$ cat config.mk
export PLATFORM = sky130hd
export DESIGN_NAME = pipe_ctrl_sv
export DESIGN_NICKNAME = d
export VERILOG_FILES = /design/src/rtl/pipe_pkg.sv /design/src/rtl/pipe_ctrl_stage_sv.sv /design/src/rtl/pipe_ctrl_sv.sv
export SDC_FILE = /design/constraint.sdc
export NUM_CORES = 1
export LEC_CHECK = 0
export CORE_AREA = 5 5 42 44
export DETAILED_ROUTE_END_ITERATION = 8
export DIE_AREA = 0 0 47 49
export PLACE_DENSITY = 0.6
export RECOVER_POWER = 50
export SLEW_MARGIN = 20
export SYNTH_ARGS = -nofsm -noshare
export SYNTH_HDL_FRONTEND = slang
export SYNTH_SLANG_ARGS = --single-unit
$ cat constraint.sdc
create_clock -name clk -period 1.25 [get_ports clk]
set_clock_uncertainty 0.1 [all_clocks]
set_input_delay 0.25 -clock clk [delete_from_list [all_inputs] [get_ports clk]]
set_output_delay 0.25 -clock clk [all_outputs]
set_load 0.02 [all_outputs]
$ cat src/rtl/pipe_pkg.sv
// rtl/pipe_pkg.sv - shared types and sizing helpers for the pipeline control slice
package pipe_pkg;

  localparam int S_DEFAULT = 3;

  // Occupancy must represent 0..S inclusive.
  function automatic int occ_width(input int stages);
    return $clog2(stages + 1);
  endfunction

  typedef struct packed {
    logic valid;
    logic ready;
  } handshake_t;

endpackage

$ cat src/rtl/pipe_ctrl_stage_sv.sv
// rtl/pipe_ctrl_stage_sv.sv - one stage of the valid chain: valid bit, advance, write enable and clear
module pipe_ctrl_stage_sv (
  input  logic clk,
  input  logic resetn,
  input  logic flush,
  input  logic src,
  input  logic adv_next,
  output logic valid,
  output logic adv,
  output logic we,
  output logic clr
);

  // An empty stage always accepts, which is what collapses bubbles.
  assign adv = !valid | adv_next;
  assign we  = flush | adv;
  assign clr = flush | (adv & !src);

  always_ff @(posedge clk or negedge resetn) begin
    if (!resetn) begin
      valid <= 1'b0;
    end else if (flush) begin
      valid <= 1'b0;
    end else if (adv) begin
      valid <= src;
    end
  end

endmodule

$ cat src/rtl/pipe_ctrl_sv.sv
// rtl/pipe_ctrl_sv.sv - valid/ready control for an S-stage register chain with backpressure and flush
module pipe_ctrl_sv
  import pipe_pkg::*;
#(
  parameter int S  = S_DEFAULT,
  parameter int CW = occ_width(S)
) (
  input  logic          clk,
  input  logic          resetn,
  input  logic          flush,
  input  logic          in_valid,
  output logic          in_ready,
  output logic          out_valid,
  input  logic          out_ready,
  output logic [S-1:0]  we,
  output logic [S-1:0]  clr,
  output logic [CW-1:0] occ,
  output logic          busy
);

  logic [S-1:0] v;
  logic [S-1:0] src;
  handshake_t   up;
  handshake_t   dn;
  logic         accept;
  logic         deliver;

  assign src[0] = in_valid;
  for (genvar i = 1; i < S; i++) begin : g_src
    assign src[i] = v[i-1];
  end

  // Advance ripples from the output end back toward stage 0.
  for (genvar i = 0; i < S; i++) begin : g_stage
    logic adv_here;
    logic adv_next;

    if (i == S - 1) begin : g_last
      assign adv_next = out_ready;
    end else begin : g_mid
      assign adv_next = g_stage[i+1].adv_here;
    end

    pipe_ctrl_stage_sv u_stage (
      .clk      (clk),
      .resetn   (resetn),
      .flush    (flush),
      .src      (src[i]),
      .adv_next (adv_next),
      .valid    (v[i]),
      .adv      (adv_here),
      .we       (we[i]),
      .clr      (clr[i])
    );
  end

  assign in_ready  = g_stage[0].adv_here & !flush;
  assign out_valid = v[S-1] & !flush;

  assign up      = '{valid: in_valid,  ready: in_ready};
  assign dn      = '{valid: out_valid, ready: out_ready};
  assign accept  = up.valid & up.ready;
  assign deliver = dn.valid & dn.ready;

  always_ff @(posedge clk or negedge resetn) begin
    if (!resetn) begin
      occ <= '0;
    end else if (flush) begin
      occ <= '0;
    end else if (accept && !deliver) begin
      occ <= occ + CW'(1);
    end else if (!accept && deliver) begin
      occ <= occ - CW'(1);
    end
  end

  assign busy = (occ != '0);

endmodule

# After elaboration in Yosys (flattened, before gate mapping)
# Cells that the tools add are included.
# word_totals
reg_bits	5
input_bits	5
out_inout_bits	11
elab_cells	45
# op_classes
n_reduce_logical	14
muxes	9
bitwise_logic	16
n_addsub	2
# ops
op	n
$or 1x1->1	9
$reduce_bool 2->1	4
$and 1x1->1	7
$logic_not 1->1	7
$mux 1	6
$mux 2	3
$reduce_bool 3->1	1
$add 2x1->2 const B	1
$logic_and 1x1->1	2
$sub 2x1->2 const B	1

# Longest topological paths before layout
# Gate-level depths: netlist (run 1).
# depth
word_depth	11
depth_mapped	5

# Cells and area by module
# A second synthesis (run 1) with hierarchy kept.
# unflattened
cells_unflattened	37
area_unflattened_um2	352.8
# by_module_without_submodules
mod	instances	cells_per_inst	area_each_um2
pipe_ctrl_stage_sv	3	6	62.6
pipe_ctrl_sv	1	19	165.2

# Least setup slack after synthesis (run 1)
# No wires, ideal clock.
# synth_path
kind	flip-flop to output port
from	reg g_stage[2].u_stage.valid
to	out clr[1]
required_time_ps	900
slack_ps	-154
arrival_ps	1054
stages_incl_launch_ff	6
path_cell_list	dfrtp_1 inv_1 nor2_1 a21oi_1 or2_2 buf_4
# synth_via
elab_chain_cells	5
# synth_lines
item	line	source
start: declaration	pipe_ctrl_stage_sv.sv:8	output logic valid,
start signal: assignment	pipe_ctrl_stage_sv.sv:25	valid <= src;
$logic_not 1->1	pipe_ctrl_stage_sv.sv:15	assign adv = !valid | adv_next;
$or 1x1->1 (2 in series)	pipe_ctrl_stage_sv.sv:15	
$and 1x1->1	pipe_ctrl_stage_sv.sv:17	assign clr = flush | (adv & !src);
$or 1x1->1	pipe_ctrl_stage_sv.sv:17	
end: declaration	pipe_ctrl_sv.sv:16	output logic [S-1:0] clr,
# Every way passes these cells.

# Worst setup path after layout (run 1)
# Ends and elaborated chain as after synthesis.

==> results of run 1 <==
[sequential cells by signal (all words and copies together) (netlist names)]
signal                 cells
occ                        2
g_stage.u_stage.valid      3
[worst reg2reg max path, delay by kind of cell, from the launching register on]
family | cells | cell delay, ps
flip-flops | 1 | 350
AO/OA/AOI/OAI | 2 | 410
AND/OR/NAND/NOR | 1 | 100
buffers and inverters | 3 | 320
[Yosys cell counts (2+ instances only)]
library cell	n	area (um2)
sky130_fd_sc_hd__buf_4	6	45.0
sky130_fd_sc_hd__dfrtp_1	5	125
sky130_fd_sc_hd__inv_1	5	18.8
sky130_fd_sc_hd__nand2_1	3	11.3
sky130_fd_sc_hd__nor2_1	4	15.0
sky130_fd_sc_hd__nor3_1	2	10.0
sky130_fd_sc_hd__nor3_2	2	20.0
sky130_fd_sc_hd__o21ai_0	2	10.0
sky130_fd_sc_hd__or2_2	2	12.5
[per-stage QoR]
| step | area, um2 | std cells | power (W) | worst slack (ps) | hold WS (ps) |
|---|---|---|---|---|---|
| after floorplan | 367 | 41 | 0.000264 | -62.0 | -146 |
| after global placement | 571 | 77 | 0.000347 | -881 | 378 |
| after detailed placement | 571 | 77 | 0.000348 | -883 | 380 |
| after CTS | 621 | 82 | 0.000553 | -292 | 118 |
| after global routing | 684 | 84 | 0.000598 | -358 | 200 |
| final | 684 | 84 | 0.000561 | -286 | 193 |
[power by group]
part / total [W] / switching, W / internal (W)
clock: 0.000183 / 0.0000623 / 0.000120
combinational: 0.000194 / 0.0000895 / 0.000104
sequential: 0.000185 / 0.0000114 / 0.000173
total: 0.000561 / 0.000163 / 0.000398
[logic make-up after synthesis]
kind of cell | after synthesis | share of synthesized area
xor+xnor | 1 | 0.0257
simple gates | 14 | 0.217
flops | 5 | 0.368
compound gates | 9 | 0.188
buf+inv | 12 | 0.202
[cells in the final DEF, fill, tap and decap left out, drive strengths merged, types with 2 or more instances in the layout]
cell type and count:
buf 26, dfrtp 5, inv 5, nor3 4, clkbuf 4, nor2 4
nand2 3, or2 2, dlygate4sd2 2, a21oi 2, o21ai 2
[timing repair]
item / 4_1_cts / 5_1_grt
buffers inserted: 1 / 2
gates resized for setup: 73 / 12
pin swaps: 2 / 3
endpoints found under the setup margin: 14 / 13
[metal layers]
layer | GRT usage | part of all wire | wire (um)
met1 | 0.0984 | 0.38 | 365
met2 | 0.129 | 0.57 | 542
met3 | 0.0258 | 0.044 | 42
met4 | 0.0415 | 0 | 0
met5 | 0 | 0 | 0
[area by class of cell]
class                           count  area share
Tap cell                           16      0.0293
Timing Repair Buffer               30       0.415
Clock buffer                        4      0.0384
Inverter                            5      0.0274
Multi-Input combinational cell     24       0.305
Sequential cell                     5       0.185
[path summary, 6_finish.rpt]
path                                     startpoint                  endpoint  slack, ps  depth (start not counted)
max                        g_stage[2].u_stage.valid                    clr[1]       -290                          5
max in group asynchronous                    resetn  g_stage[1].u_stage.valid        660                          1
min reg2reg                g_stage[1].u_stage.valid  g_stage[2].u_stage.valid        530                          2
max reg2reg                g_stage[2].u_stage.valid                    occ[1]       -100                          6
min                                          resetn                    occ[1]        190                          1
min in group clk                           in_valid  g_stage[0].u_stage.valid        450                          4
==> summary.md, run 1 <==
| Metric | Value |
|---|---|
| Violation count after the first detailed-route iteration | `4` |
| Status | `complete, but fails checks` |
| Area Growth Syn to Fin | `101%` |
| Total via count in the routed design | `363` |
| Total Routing Usage GR | `0.0829` |
| Footprint of the flip-flops and latches | `126 um2` |
| Count of port buffers added during placement | `15` |
| Post-synthesis instance area | `340 um2` |
| Final Hold Violating Endpoints | `0` |
| # clock sinks | `5` |
| Buffers and inverters on the worst path | `2` |
| Via-per-instance ratio | `4.32` |
| Max Slew Vio Count | `0` |
| Number of antenna violations at the first check in global routing | `0` |
| Final wirelength | `950 um` |
| Crit path required time | `900 ps` |
| Number of global-route vias before repair | `340` |
| Leakage dissipation | `0.330 nW` |
| Number of ports placed on the die boundary | `16` |
| Async set or reset register ratio after synthesis | `1.00` |
| Clk Latency, worst-skew pair | `230 ps` |
| Number of fillers in the final layout | `146` |
| Fraction of layout instances using a drive strength above 1 | `0.662` |
| Post-Synthesis Mean Instance Area | `8.30 um2` |
| Initial cell density of the core | `0.243` |
| Portion of the clock cycle consumed by the worst path in the final layout | `1.23` |
| Sequential area share after synthesis | `0.368` |
| Number of cell rows | `14` |
| CTS tree | `built` |
| Number of warnings issued by yosys | `0` |
| Area enclosed by the die boundary | `2300 um2` |
| Type of element capturing the critical path | `output port` |
| Global placement routability congestion | `0.672` |
| Multi-input combinational cell area | `209 um2` |
| RSZ-0062 raised after global routing | `true` |
| Post-detailed-placement half-perimeter wirelength | `643 um` |
| Startpoint kind of the worst setup timing path | `flip-flop` |
| Number of antenna diodes | `0` |
| Largest buffer count on any clock path | `2` |
| Post-synth EDFFs | `0` |
| Worst path top cell family by delay | `flip-flops` |
| Final TNS setup | `-2060 ps` |
| Net count, final | `74` |
| Post-synthesis instance total | `41` |
| Post-CTS clock slew at the launch and capture registers of the worst setup and hold paths | `40 ps` |
| Remaining antenna violation count | `0` |
| Crit-path cells | `inv_2 -> nor2_4 -> a21oi_2 -> or2_4 -> buf_6` |
| Unique masters post-synth | `19` |
| Hold-fix buffers, CTS | `0` |
| Worst min-delay path category | `primary input to asynchronous set/reset pin` |
| CTS H-tree lvls | `1` |
| Time the final worst path needs with I/O delays and setup | `1540 ps` |
| Slew at the pin closest to its max-slew limit | `220 ps` |
| Slowest Stage Delay on Critical Path | `350 ps` |
| Setup violators final | `11` |
| Headroom to the max-slew limit | `0.852` |
| Synth Net Count | `46` |
| Number of buffers created by CTS | `3` |
| Chip Width | `47 um` |
| Routed length per placed instance | `11.3 um` |
| Final setup margin | `-286 ps` |
| Worst-path maximum fanout | `3` |
| Flop and latch count out of synthesis | `5` |
| Length of the first detailed-routing pass in iterations | `4` |
| Count of maximum capacitance violations | `0` |
| Core box area | `1400 um2` |
| Data arrival at the endpoint of the critical path | `1190 ps` |
| Kind of critical path | `flip-flop to output port` |
| GRT Residual Overflow | `0` |
| Violations in the final reports | `setup timing` |
| Most used DFF post-synth | `sky130_fd_sc_hd__dfrtp_1` |
| VDD IR-drop max | `0.507 mV` |
| Floorplan die height | `49 um` |
| Highest Clock Rate | `651 MHz` |
| # DRC | `0` |
| Pin count of the biggest net entering global routing | `7` |
| PwrDens | `820 nW/um2` |
| Slowest-stage cell, CP | `sky130_fd_sc_hd__dfrtp_1` |
| Root Buffer Master | `sky130_fd_sc_hd__clkbuf_4` |
| Global-route wire length before repair | `1.41 mm` |
| Final Core Density | `0.488` |
Power figures use the tool's default switching activity.
==> run 2, diff against run 1 <==
--- a/config.mk
+++ b/config.mk
@@ -8,6 +8,7 @@
 export CORE_AREA = 5 5 42 44
 export DETAILED_ROUTE_END_ITERATION = 8
 export DIE_AREA = 0 0 47 49
+export GPL_ROUTABILITY_DRIVEN = 0
 export PLACE_DENSITY = 0.6
 export RECOVER_POWER = 50
 export SLEW_MARGIN = 20
==> results of run 2 <==
Same layout as run 1: the final DEF is identical, and so are final timing and power.
